$ cat src/rtl/notch_pkg.sv
// Shared definitions for the notch biquad sequencer: FSM states, tap indices
// and the accumulator width (2*WIDTH+5 bits, enough headroom for five full-scale products).
package notch_pkg;

  typedef enum logic [1:0] {IDLE, MAC, OUT} state_t;

  localparam int COEF_B0  = 0;
  localparam int COEF_B1  = 1;
  localparam int COEF_B2  = 2;
  localparam int COEF_A1  = 3;
  localparam int COEF_A2  = 4;
  localparam int NUM_TAPS = 5;

  function automatic int acc_width(input int width);
    return 2 * width + 5;
  endfunction

endpackage

$ cat src/rtl/notch_mac_unit.sv
// Registered signed accumulator fed by one combinational multiplier; sum is the
// pre-register value so the caller can capture the final result on the last step.
module notch_mac_unit
  import notch_pkg::*;
#(
  parameter int WIDTH = 16,
  parameter int ACC_W = acc_width(WIDTH)
) (
  input  logic                    clk,
  input  logic                    rst,
  input  logic                    clr,
  input  logic                    en,
  input  logic                    sub,
  input  logic signed [WIDTH-1:0] coef,
  input  logic signed [WIDTH-1:0] operand,
  output logic signed [ACC_W-1:0] acc,
  output logic signed [ACC_W-1:0] sum
);

  logic signed [2*WIDTH-1:0] prod;
  logic signed [ACC_W-1:0]   prod_ext;

  assign prod     = coef * operand;
  assign prod_ext = {{(ACC_W-2*WIDTH){prod[2*WIDTH-1]}}, prod};
  assign sum      = sub ? (acc - prod_ext) : (acc + prod_ext);

  always_ff @(posedge clk or posedge rst) begin
    if (rst) begin
      acc <= '0;
    end else if (clr) begin
      acc <= '0;
    end else if (en) begin
      acc <= sum;
    end
  end

endmodule

$ cat src/rtl/iir_notch_sequencer.sv
// Time-multiplexed notch biquad: accept -> 5 MAC cycles -> registered output held until out_ready.
// Define IIR_NOTCH_SAT_EN to saturate the output instead of two's-complement wrapping.
module iir_notch_sequencer
  import notch_pkg::*;
#(
  parameter int WIDTH = 16,
  parameter int FRAC  = 14
) (
  input  logic                    clk,
  input  logic                    rst,
  input  logic                    in_valid,
  output logic                    in_ready,
  input  logic signed [WIDTH-1:0] in_data,
  output logic                    out_valid,
  input  logic                    out_ready,
  output logic signed [WIDTH-1:0] out_data,
  input  logic                    cfg_we,
  input  logic [2:0]              cfg_addr,
  input  logic signed [WIDTH-1:0] cfg_data,
  input  logic                    state_clr,
  output logic                    busy
);

  localparam int ACC_W = acc_width(WIDTH);
  localparam logic signed [ACC_W-1:0] Y_MAX = {{(ACC_W-WIDTH+1){1'b0}}, {(WIDTH-1){1'b1}}};
  localparam logic signed [ACC_W-1:0] Y_MIN = ~Y_MAX;

  state_t state, state_nxt;
  logic [2:0] k;
  logic       accept, fire, clr_pend;

  logic signed [WIDTH-1:0] shadow [NUM_TAPS];
  logic signed [WIDTH-1:0] active [NUM_TAPS];
  logic signed [WIDTH-1:0] opnd   [NUM_TAPS];
  logic signed [WIDTH-1:0] x1, x2, y1, y2, out_reg, y_new;
  logic signed [ACC_W-1:0] acc, mac_sum, shifted;

  always_comb begin
    state_nxt = state;
    in_ready  = 1'b0;
    out_valid = 1'b0;
    busy      = 1'b1;
    case (state)
      IDLE: begin
        in_ready = 1'b1;
        busy     = 1'b0;
        if (in_valid) state_nxt = MAC;
      end
      MAC:  if (k == 3'(COEF_A2)) state_nxt = OUT;
      OUT: begin
        out_valid = 1'b1;
        if (out_ready) state_nxt = IDLE;
      end
      default: state_nxt = IDLE;
    endcase
  end

  assign accept   = (state == IDLE) && in_valid;
  assign fire     = (state == OUT) && out_ready;
  assign out_data = out_reg;

  notch_mac_unit #(.WIDTH(WIDTH), .ACC_W(ACC_W)) u_mac (
    .clk     (clk),
    .rst     (rst),
    .clr     (accept),
    .en      (state == MAC),
    .sub     (k >= 3'(COEF_A1)),
    .coef    (active[k]),
    .operand (opnd[k]),
    .acc     (acc),
    .sum     (mac_sum)
  );

  assign shifted = mac_sum >>> FRAC;

`ifdef IIR_NOTCH_SAT_EN
  always_comb begin
    if (shifted > Y_MAX)      y_new = Y_MAX[WIDTH-1:0];
    else if (shifted < Y_MIN) y_new = Y_MIN[WIDTH-1:0];
    else                      y_new = shifted[WIDTH-1:0];
  end
`else
  assign y_new = shifted[WIDTH-1:0];
`endif

  // Operands and coefficients are snapshotted at accept, so a sample in flight
  // never sees cfg writes or state_clr.
  always_ff @(posedge clk or posedge rst) begin
    if (rst) begin
      state    <= IDLE;
      k        <= '0;
      clr_pend <= 1'b0;
      out_reg  <= '0;
      x1       <= '0;
      x2       <= '0;
      y1       <= '0;
      y2       <= '0;
      for (int i = 0; i < NUM_TAPS; i++) begin
        shadow[i] <= '0;
        active[i] <= '0;
        opnd[i]   <= '0;
      end
    end else begin
      state <= state_nxt;
      if (cfg_we && (cfg_addr < 3'(NUM_TAPS))) shadow[cfg_addr] <= cfg_data;

      if (accept) begin
        k        <= '0;
        clr_pend <= 1'b0;
        for (int i = 0; i < NUM_TAPS; i++)
          active[i] <= (cfg_we && cfg_addr == 3'(i)) ? cfg_data : shadow[i];
        opnd[COEF_B0] <= in_data;
        opnd[COEF_B1] <= state_clr ? '0 : x1;
        opnd[COEF_B2] <= state_clr ? '0 : x2;
        opnd[COEF_A1] <= state_clr ? '0 : y1;
        opnd[COEF_A2] <= state_clr ? '0 : y2;
      end else if (state != IDLE && state_clr) begin
        clr_pend <= 1'b1;
      end

      if (state == MAC) begin
        k <= k + 3'd1;
        if (k == 3'(COEF_A2)) out_reg <= y_new;
      end

      if (state_clr) begin
        x1 <= '0;
        x2 <= '0;
        y1 <= '0;
        y2 <= '0;
      end else if (fire && !clr_pend) begin
        x2 <= x1;
        x1 <= opnd[COEF_B0];
        y2 <= y1;
        y1 <= out_reg;
      end
    end
  end

endmodule

$ cat config.mk
export PLATFORM = sky130hd
export DESIGN_NAME = iir_notch_sequencer
export DESIGN_NICKNAME = d
export VERILOG_FILES = /design/src/rtl/notch_pkg.sv /design/src/rtl/notch_mac_unit.sv /design/src/rtl/iir_notch_sequencer.sv
export SDC_FILE = /design/constraint.sdc
export NUM_CORES = 2
export LEC_CHECK = 0
export BUFFER_PORTS_ARGS = -buffer_cell sky130_fd_sc_hd__buf_2
export CORE_MARGIN = 5
export CORE_UTILIZATION = 37
export CTS_CLUSTER_SIZE = 30
export DETAILED_ROUTE_END_ITERATION = 16
export SYNTH_ARGS = -nofsm -noshare
export SYNTH_HDL_FRONTEND = slang
export SYNTH_SLANG_ARGS = --single-unit
$ cat constraint.sdc
create_clock -name clk -period 13.7 [get_ports clk]
set_input_delay 1.37 -clock clk [delete_from_list [all_inputs] [get_ports clk]]
set_output_delay 1.37 -clock clk [all_outputs]
set_load 0.02 [all_outputs]
==> results.ini <==
[clock_tree]
clock-sinks=356
cts.repair_timing.setup_buffer_count=0
clockBufferDepth=3
post_cts_clock_slew_at_the_launch_and_capture_registers_of_the_worst_setup_and_hold_paths_ns=0.06
cts-resized-gates=0
cts_tree=yes
cts_max_level=2
cts_root_buffer=sky130_fd_sc_hd__clkbuf_16
cts_buffers=37
cts-hold-fix-buffers=0
clkLatencyLatePin_ns=0.55

[timing]
final-setup-viol-count=0
rsz0062_at_grt=no
final_hold_viols=0
final_period_minus_worst_setup_slack_ns=11.30
fin_setup_tns_ns=0
maxSlewViolCount=0
fmax_mhz=88.5
tightestPinTransition_ns=1.32
maxSlewHeadroom_pct=11.8
clock_skew_ns=0.0311
post-route-period-util_pct=82.5

[worst_setup_path]
timing.rr.end=u_mac.acc[29]
critPathKind=reg -> reg
arrival_ns=11.72
slowest_stage=sky130_fd_sc_hd__o22ai_1
timing.rr.start=k[1]
crit_path_start_kind=flop
reg2regPathDepth=33
crit_required_ns=14.12
worst-path-max-fanout=60
crit_path_frequent_cell=sky130_fd_sc_hd__fa_1
critical-path-max-stage-delay_ns=1.26
worst_setup_path_end_kind=flop
reg2reg_setup_slack_ns=2.40

[detailed_routing]
drt_pass1_iterations=5
drtIter0Drc=1205
wire_per_inst_um=18.1
via_count=18900
drc_errors=0
detail_route.wirelength_um=67000
vias_per_cell=5.08
antenna_left=0

[min_path]
worst_hold_path.num_cells=2
holdCritPathClass=reg -> reg
worst_hold_startpoint=opnd[39]
whs_endpoint=opnd[39]

[place]
io_buffer_count=59
routabilityCongestion=0.909
detailedPlacementHpwl_um=50200

[grt]
global_route.overflow_total=0
groute.layer.met1.usage_pct=25.9
gr-usage-met3_pct=2.17
grt_start_max_net_pins=92
met2_global_route_usage_pct=26.8
grt_pass1_wl_um=109000
first_global_vias=19300
grt_usage_pct=17.2
grt_antenna_before_repair=0
globalRoute.busiestLayer=met2

[final_layout]
area_growth_syn_to_layout_pct=9.74
drive_above_1_share_pct=13.3
layout.nets=3135
diodes=0

[outcome]
run_status=finished, final reports clean

[floorplan]
die_area_mm2=0.0775
core.rowCount=98
dieHeight_um=278
start_util_pct=37.3
ioPinCount=60
placeableCoreArea_mm2=0.0715
floorplan.die.width_um=278

[yosys]
synthesis.area_per_instance_um2=9.79
synth_ff_type=sky130_fd_sc_hd__dfrtp_1
yosys_register_bits=356
async_flop_share_pct=100
synthDistinctLibCells=84
synth_sequential_area_ratio_pct=33.4
yosysWarningCount=0
netlist_area_pre_place_mm2=0.0267
number_of_enable_flip_flop_cells_after_synthesis=0
netlist_instances=2724
synthesis.nets=3126

[flow_run]
timing.max_cap.violations=0

[flip-flops by register name, indices dropped and copies added (netlist names)]
register	flops
active	80
opnd	80
shadow	80
u_mac.acc	30
out_data	16
x1	16
x2	16
y1	16
y2	16
k	3
state	2
clr_pend	1
[Yosys cell counts (6+ instances only)]
library cell	number	area, µm²
sky130_fd_sc_hd__nand2_1	383	1440
sky130_fd_sc_hd__fa_1	249	4980
sky130_fd_sc_hd__nor3b_1	6	45.0
sky130_fd_sc_hd__nor2b_1	7	43.8
sky130_fd_sc_hd__o31ai_1	8	60.1
sky130_fd_sc_hd__nand2b_1	74	463
sky130_fd_sc_hd__nor3_1	12	60.1
sky130_fd_sc_hd__a31oi_1	8	50.1
sky130_fd_sc_hd__a211oi_1	6	45.0
sky130_fd_sc_hd__o21a_1	11	82.6
sky130_fd_sc_hd__inv_1	321	1200
sky130_fd_sc_hd__clkbuf_1	100	375
sky130_fd_sc_hd__xor2_1	23	201
sky130_fd_sc_hd__dfrtp_1	356	8910
sky130_fd_sc_hd__o21ai_0	150	751
sky130_fd_sc_hd__mux2i_1	65	651
sky130_fd_sc_hd__and3_1	13	81.3
sky130_fd_sc_hd__a21o_1	25	188
sky130_fd_sc_hd__o22ai_1	28	175
sky130_fd_sc_hd__xnor2_1	58	508
sky130_fd_sc_hd__ha_1	112	1400
sky130_fd_sc_hd__o22a_1	25	219
sky130_fd_sc_hd__a21oi_1	136	681
sky130_fd_sc_hd__nand3_1	46	230
sky130_fd_sc_hd__buf_1	16	60.1
sky130_fd_sc_hd__and2_1	11	68.8
sky130_fd_sc_hd__nor2_1	192	721
sky130_fd_sc_hd__mux2_2	177	1990
[worst max-delay path, delay by kind of cell, from the launching register on]
kind / cells / cell delay [ns]
AOI/OAI and AO/OA: 10 / 3.41
xor gates and xnor gates: 3 / 1.04
adders and majority gates: 8 / 3.77
buffers and inverters: 6 / 0.77
DFF: 1 / 0.34
and+or+nand+nor: 6 / 1.81
[how the worst max path moves through the flow]
stage               startpoint            end  slack, ns
detailed placement        k[1]  u_mac.acc[29]       2.56
CTS                       k[1]  u_mac.acc[29]       2.48
finish                    k[1]  u_mac.acc[29]       2.40
floorplan                  rst      active[0]       2.45
global route              k[1]  u_mac.acc[29]       1.47
global placement          k[1]  u_mac.acc[29]       2.81
[cells by family after synthesis]
group,count (synthesis),synth area share [%]
compound gates,459,10.6
flops,356,33.4
fa+ha+maj,361,24.0
mux,243,9.96
simple gates,778,12.9
xor+xnor,83,2.81
buf+inv,444,6.28
[layer usage]
| layer | routed length, µm | part of all wire (%) | up-vias |
|---|---|---|---|
| met5 | 0 | 0 | - |
| met4 | 1630 | 2.4 | 0 |
| met3 | 2940 | 4.4 | 95 |
| met2 | 30000 | 45 | 392 |
| met1 | 32500 | 48 | 9443 |
| li1 | - | - | 8937 |
[final cells by class]
type	count	area, µm²
fill	7005	42200
timing repair buffer	91	538
multi-input combinational	1924	16100
sequential	356	8910
clock inverter	12	168
inverter	323	1220
clock buffer	55	1100
tap	950	1190
[per-stage QoR]
step | cell area [µm²] | setup WS (ns) | utilization, % | hold slack, ns | instances
floorplan | 26700 | 2.45 | - | 0.444 | 2724
global placement | 28000 | 2.81 | 39.1 | 0.460 | 3644
detailed placement | 28000 | 2.56 | 39.1 | 0.470 | 3644
CTS | 29300 | 2.48 | 40.9 | 0.482 | 3711
global route | 29300 | 1.47 | 40.9 | 0.504 | 3711
finish | 29300 | 2.40 | 40.9 | 0.478 | 3711
[cells in the final DEF (no fill, tap or decap), drive strengths merged, types with 6 or more instances in the layout]
master | netlist | final
o22a | 25 | 25
a21oi | 136 | 136
fa | 249 | 249
xor2 | 24 | 24
xnor2 | 58 | 58
a31oi | 9 | 9
buf | 21 | 91
clkinv | 1 | 10
and3 | 13 | 13
nand2 | 383 | 383
nor2b | 7 | 7
o21ai | 154 | 154
ha | 112 | 112
o21a | 11 | 11
o31ai | 9 | 9
mux2i | 65 | 65
nor3b | 6 | 6
clkbuf | 100 | 55
nor2 | 192 | 192
a211oi | 6 | 6
dfrtp | 356 | 356
inv | 322 | 322
and2 | 12 | 12
nand3 | 47 | 47
nand2b | 74 | 74
nor3 | 12 | 12
mux2 | 178 | 178
a21o | 25 | 25
o22ai | 29 | 29
Power is not shown: default switching activity piles up to over one toggle a cycle in this logic, so the estimate is an artifact.
